`config.mk`:
```
export PLATFORM = sky130hd
export DESIGN_NAME = move_validator
export DESIGN_NICKNAME = d
export VERILOG_FILES = /design/src/rtl/move_validator.sv
export SDC_FILE = /design/constraint.sdc
export NUM_CORES = 1
export LEC_CHECK = 0
export CORE_MARGIN = 8
export CORE_UTILIZATION = 54
export DETAILED_ROUTE_END_ITERATION = 10
export GPL_ROUTABILITY_DRIVEN = 0
export MAX_ROUTING_LAYER = met4
export PLACE_DENSITY_LB_ADDON = 0.25
export SYNTH_ARGS = -nofsm -noshare
export SYNTH_HDL_FRONTEND = slang
export SYNTH_SLANG_ARGS = --single-unit
```
`constraint.sdc`:
```
create_clock -name clock -period 3.6 [get_ports clock]
set_input_delay 0.54 -clock clock [delete_from_list [all_inputs] [get_ports clock]]
set_output_delay 0.54 -clock clock [all_outputs]
set_load 0.05 [all_outputs]
```
`src/rtl/move_validator.sv`:
```
// move_validator: walks the board RAM in one direction from a placed square and
// reports whether the move brackets at least one opponent disc, and how many.
// The completion pulse and the result registers are all flops, so the
// controller can latch dir_status_o/run_len_o directly on s_done_o.
module move_validator #(
    parameter int BOARD_W = 10,
    parameter int CELLS   = BOARD_W * BOARD_W,
    parameter int ADDR_W  = 7,
    parameter int STEP_W  = 5,
    parameter int MAX_RUN = 8
) (
    input  logic              clock,
    input  logic              reset,
    input  logic              ld,
    input  logic              enable,
    input  logic [STEP_W-1:0] step_in,
    input  logic              step_sign_in,
    input  logic [ADDR_W-1:0] pos_in,
    input  logic              player_in,
    input  logic [1:0]        mem_data_in,
    output logic [ADDR_W-1:0] mem_addr_o,
    output logic              busy_o,
    output logic              s_done_o,
    output logic              dir_status_o,
    output logic [2:0]        run_len_o
);

    typedef enum logic [2:0] {
        IDLE  = 3'd0,
        STEP  = 3'd1,
        WAIT  = 3'd2,
        CHECK = 3'd3,
        DONE  = 3'd4
    } state_t;

    state_t            state;
    logic [ADDR_W-1:0] cur;
    logic [2:0]        cnt;
    logic [STEP_W-1:0] step_q;
    logic              sign_q;
    logic [ADDR_W-1:0] pos_q;
    logic              player_q;

    logic [ADDR_W:0]   nxt;
    logic              out_of_range;
    logic [1:0]        opp_code;
    logic [1:0]        own_code;

    // Next address one extra bit wide so an underflow shows up as the top bit set;
    // the range check only matters for a corrupt pos_in, the border ring stops normal walks.
    always_comb begin
        nxt          = '0;
        out_of_range = 1'b0;
        if (sign_q)
            nxt = {1'b0, cur} - {{(ADDR_W + 1 - STEP_W){1'b0}}, step_q};
        else
            nxt = {1'b0, cur} + {{(ADDR_W + 1 - STEP_W){1'b0}}, step_q};
        out_of_range = nxt[ADDR_W] || (nxt >= (ADDR_W + 1)'(CELLS));
        opp_code     = player_q ? 2'b01 : 2'b10;
        own_code     = player_q ? 2'b10 : 2'b01;
    end

    // Scan FSM: one STEP/WAIT/CHECK round per cell read; DONE registers the
    // completion pulse, which is therefore visible the cycle after DONE.
    always_ff @(posedge clock or negedge reset) begin
        if (!reset) begin
            state        <= IDLE;
            cur          <= '0;
            cnt          <= '0;
            step_q       <= '0;
            sign_q       <= 1'b0;
            pos_q        <= '0;
            player_q     <= 1'b0;
            mem_addr_o   <= '0;
            busy_o       <= 1'b0;
            s_done_o     <= 1'b0;
            dir_status_o <= 1'b0;
            run_len_o    <= '0;
        end else begin
            s_done_o <= 1'b0;
            case (state)
                IDLE: begin
                    if (ld) begin
                        step_q   <= step_in;
                        sign_q   <= step_sign_in;
                        pos_q    <= pos_in;
                        player_q <= player_in;
                    end
                    if (enable) begin
                        cur          <= ld ? pos_in : pos_q;
                        cnt          <= '0;
                        dir_status_o <= 1'b0;
                        run_len_o    <= '0;
                        busy_o       <= 1'b1;
                        state        <= STEP;
                    end
                end
                STEP: begin
                    if (out_of_range) begin
                        state <= DONE;
                    end else begin
                        cur        <= nxt[ADDR_W-1:0];
                        mem_addr_o <= nxt[ADDR_W-1:0];
                        state      <= WAIT;
                    end
                end
                WAIT: begin
                    state <= CHECK;
                end
                CHECK: begin
                    if (mem_data_in == opp_code) begin
                        if (cnt == 3'(MAX_RUN - 1)) begin
                            state <= DONE;
                        end else begin
                            cnt   <= cnt + 3'd1;
                            state <= STEP;
                        end
                    end else if ((mem_data_in == own_code) && (cnt != 3'd0)) begin
                        dir_status_o <= 1'b1;
                        run_len_o    <= cnt;
                        state        <= DONE;
                    end else begin
                        state <= DONE;
                    end
                end
                DONE: begin
                    s_done_o <= 1'b1;
                    busy_o   <= 1'b0;
                    state    <= IDLE;
                end
                default: begin
                    state <= IDLE;
                end
            endcase
        end
    end

endmodule
```
==> results_dict.tcl, run 1 <==
set metrics [dict create \
    outcome "finished clean" \
    final.setup.tns_ns 0 \
    ys_top_cells_by_area "dfrtp_1, mux2_2, ha_1, mux2i_1, nand2_1" \
    layout_setup_ws_ns 0.457 \
    area_delta_synth_final_pct 20.0 \
    cts_tree "built" \
    max_freq_ghz 0.318 \
    cts-buffers-inserted 5 \
    critPathArrivalTime_ns 3.32 \
    finalSetupViolations 0 \
    cts_hold_buffers 0 \
    hold_class "in2async" \
    syn_nets 252 \
    die_y_um 81.7 \
    place_ws_ns 0.484 \
    syn-instance-count 220 \
    startpoint "step_q[0]" \
    grt_pass1_vias 1771 \
    hold_slack_ns 0.368 \
    drtIter0Drc 53 \
    grt_max_degree 41 \
    period_share_pct 87.3 \
    cts_num_sinks 40 \
    viasPerCell 5.59 \
    vias 1711 \
    synth_top_area_share_pct 42.9 \
    clockBufferDepth 2 \
    drc 0 \
    r2r_slack_ns 0.46 \
    avgSynthCellArea_um2 10.6 \
    dp_hpwl_um 3640 \
    cts.clk_slew.worst_paths_ns 0.07 \
    portBuffers 32 \
    synth-edff-count 0 \
    fin_area_um2 2800 \
    crit_path_max_fanout 7 \
    r2r-start "step_q[0]" \
    core_um2 4260 \
    required_ns 3.78 \
    maxCapViolCount 0 \
    ys_seq_area_share_pct 42.9 \
    die-area_um2 6680 \
    insertion_delay_ns 0.29 \
    antennaDiodeCount 0 \
    fin_worst_skew_ns 0.00612 \
    synth_common_cells "dfrtp_1, mux2_2, nand2_1" \
    post_cts_resized 0 \
    synth_seq_cells 40 \
    grt-ovfl-total 0 \
    placed_area_um2 2690 \
    num_rows 24 \
    dieWidth_um 81.7 \
    ys_warn_count 0 \
    grt_use_total_pct 16.1 \
    ys.flop_type "dfrtp_1" \
    cts_max_level 2 \
    fin_crit_ns 3.14 \
    postCtsSetupBuffers 0 \
    nets 285 \
    async_reset_ff_share_pct 100 \
    synthDistinctLibCells 43 \
    pin_count 33 \
    synth.most_common_cell "dfrtp_1" \
    finalHoldViolCount 0 \
    rsz0062_at_grt "no" \
    tightest_slew_ns 0.892 \
    grt_first_pass_wirelength_um 8120 \
    yosysTopAreaCell "dfrtp_1" \
    initial_core_util_pct 54.7 \
    clockRootBuffer "clkbuf_8" \
    critPathKind "reg2reg" \
    wl_per_cell_um 15.4 \
    drive_gt1_share_pct 16.5 \
    wirelength_um 4700 \
    antenna_found_initial 0 \
    syn-cell-area_um2 2330 \
    slew_headroom_pct 40.5 \
    antenna_left 0 \
    drt-pass1-iter-count 4 \
    crit_path_start_kind "register" \
    end_kind "register" \
    report.final.slew_viol_count 0 \
]
## final cells by class
class / instances / area (um2)
Fill cell: 367 / 1460
Multi-Input combinational cell: 155 / 1230
Sequential cell: 40 / 1000
Timing Repair Buffer: 35 / 338
Clock buffer: 6 / 72.6
Tap cell: 52 / 65.1
Inverter: 16 / 60.1
Clock inverter: 2 / 35.0
## critical path, stage by stage (launching register included)
cell and delay, ns:
dfrtp_1 0.40, inv_1 0.08, ha_1 0.28, mux2i_1 0.11, fa_1 0.52, a211oi_2 0.27, nor2_1 0.10, nor4_1 0.34
o221ai_2 0.23, a31oi_4 0.33, mux2_2 0.38
## metrics by stage
step / instances / utilization [%]
after floorplan: 220 / -
after global placement: 298 / 63.1
after detailed placement: 298 / 63.1
after CTS: 306 / 65.7
after global routing: 306 / 65.7
final: 306 / 65.7
## worst paths after layout
kind	end	cells past startpoint
min in group clock	dir_status_o	1
min	mem_addr_o[4]	1
max reg2reg	cur[2]	10
max in group asynchronous	step_q[4]	1
max	cur[2]	10
min reg2reg	dir_status_o	1
## layout by cell type (no fill, tap or decap), drive strengths merged, types with 2 or more instances in the layout
cell type	instances
a21o	6
mux2	22
a31oi	4
clkbuf	6
dfrtp	40
a211oi	4
inv	16
nand2b	2
nor3b	3
xnor2	4
nor2b	6
nor3	3
a21oi	7
clkdlybuf4s50	31
o21ai	15
xor2	2
ha	11
nand2	21
buf	4
mux2i	13
or3	2
nor2	10
o31ai	3
nor4	2
## metal layers
metal / vias to the layer above / share of wire [%] / global-route usage, %
met3: 9 / 5.6 / 4.81
li1: 842 / - / -
met4: 0 / 1.7 / 7.37
met5: - / 0 / -
met1: 822 / 45 / 18.9
met2: 38 / 48 / 24.7
## registers in the layout (all words and copies together) (netlist names)
signal	flops
sign_q	1
state	3
busy_o	1
s_done_o	1
cur	7
run_len_o	3
mem_addr_o	7
dir_status_o	1
step_q	5
pos_q	7
cnt	3
player_q	1
## cell families after synthesis
group           count (synthesis)  synth area share [%]
flops                          40                  42.9
simple gates                   53                  11.6
xor+xnor                        6                  3.06
buf+inv                        25                  4.45
compound gates                 49                  15.0
mux                            35                  16.2
fa+ha+maj                      12                  6.76
Power of run 1 is not shown: default switching activity piles up to over one toggle a cycle in this logic, so the estimate is an artifact.
==> run 2, diff against run 1 <==
==> constraint.sdc (replaced) <==
create_clock -name clock -period 3.6 [get_ports clock]
set_input_delay 0.54 -clock clock [delete_from_list [all_inputs] [get_ports clock]]
set_output_delay 0.54 -clock clock [all_outputs]
set_load 0.1 [all_outputs]
==> results of run 2 <==
Same layout as run 1 (identical final DEF). Status: finished clean.
Power of run 2 is left out for the same reason.
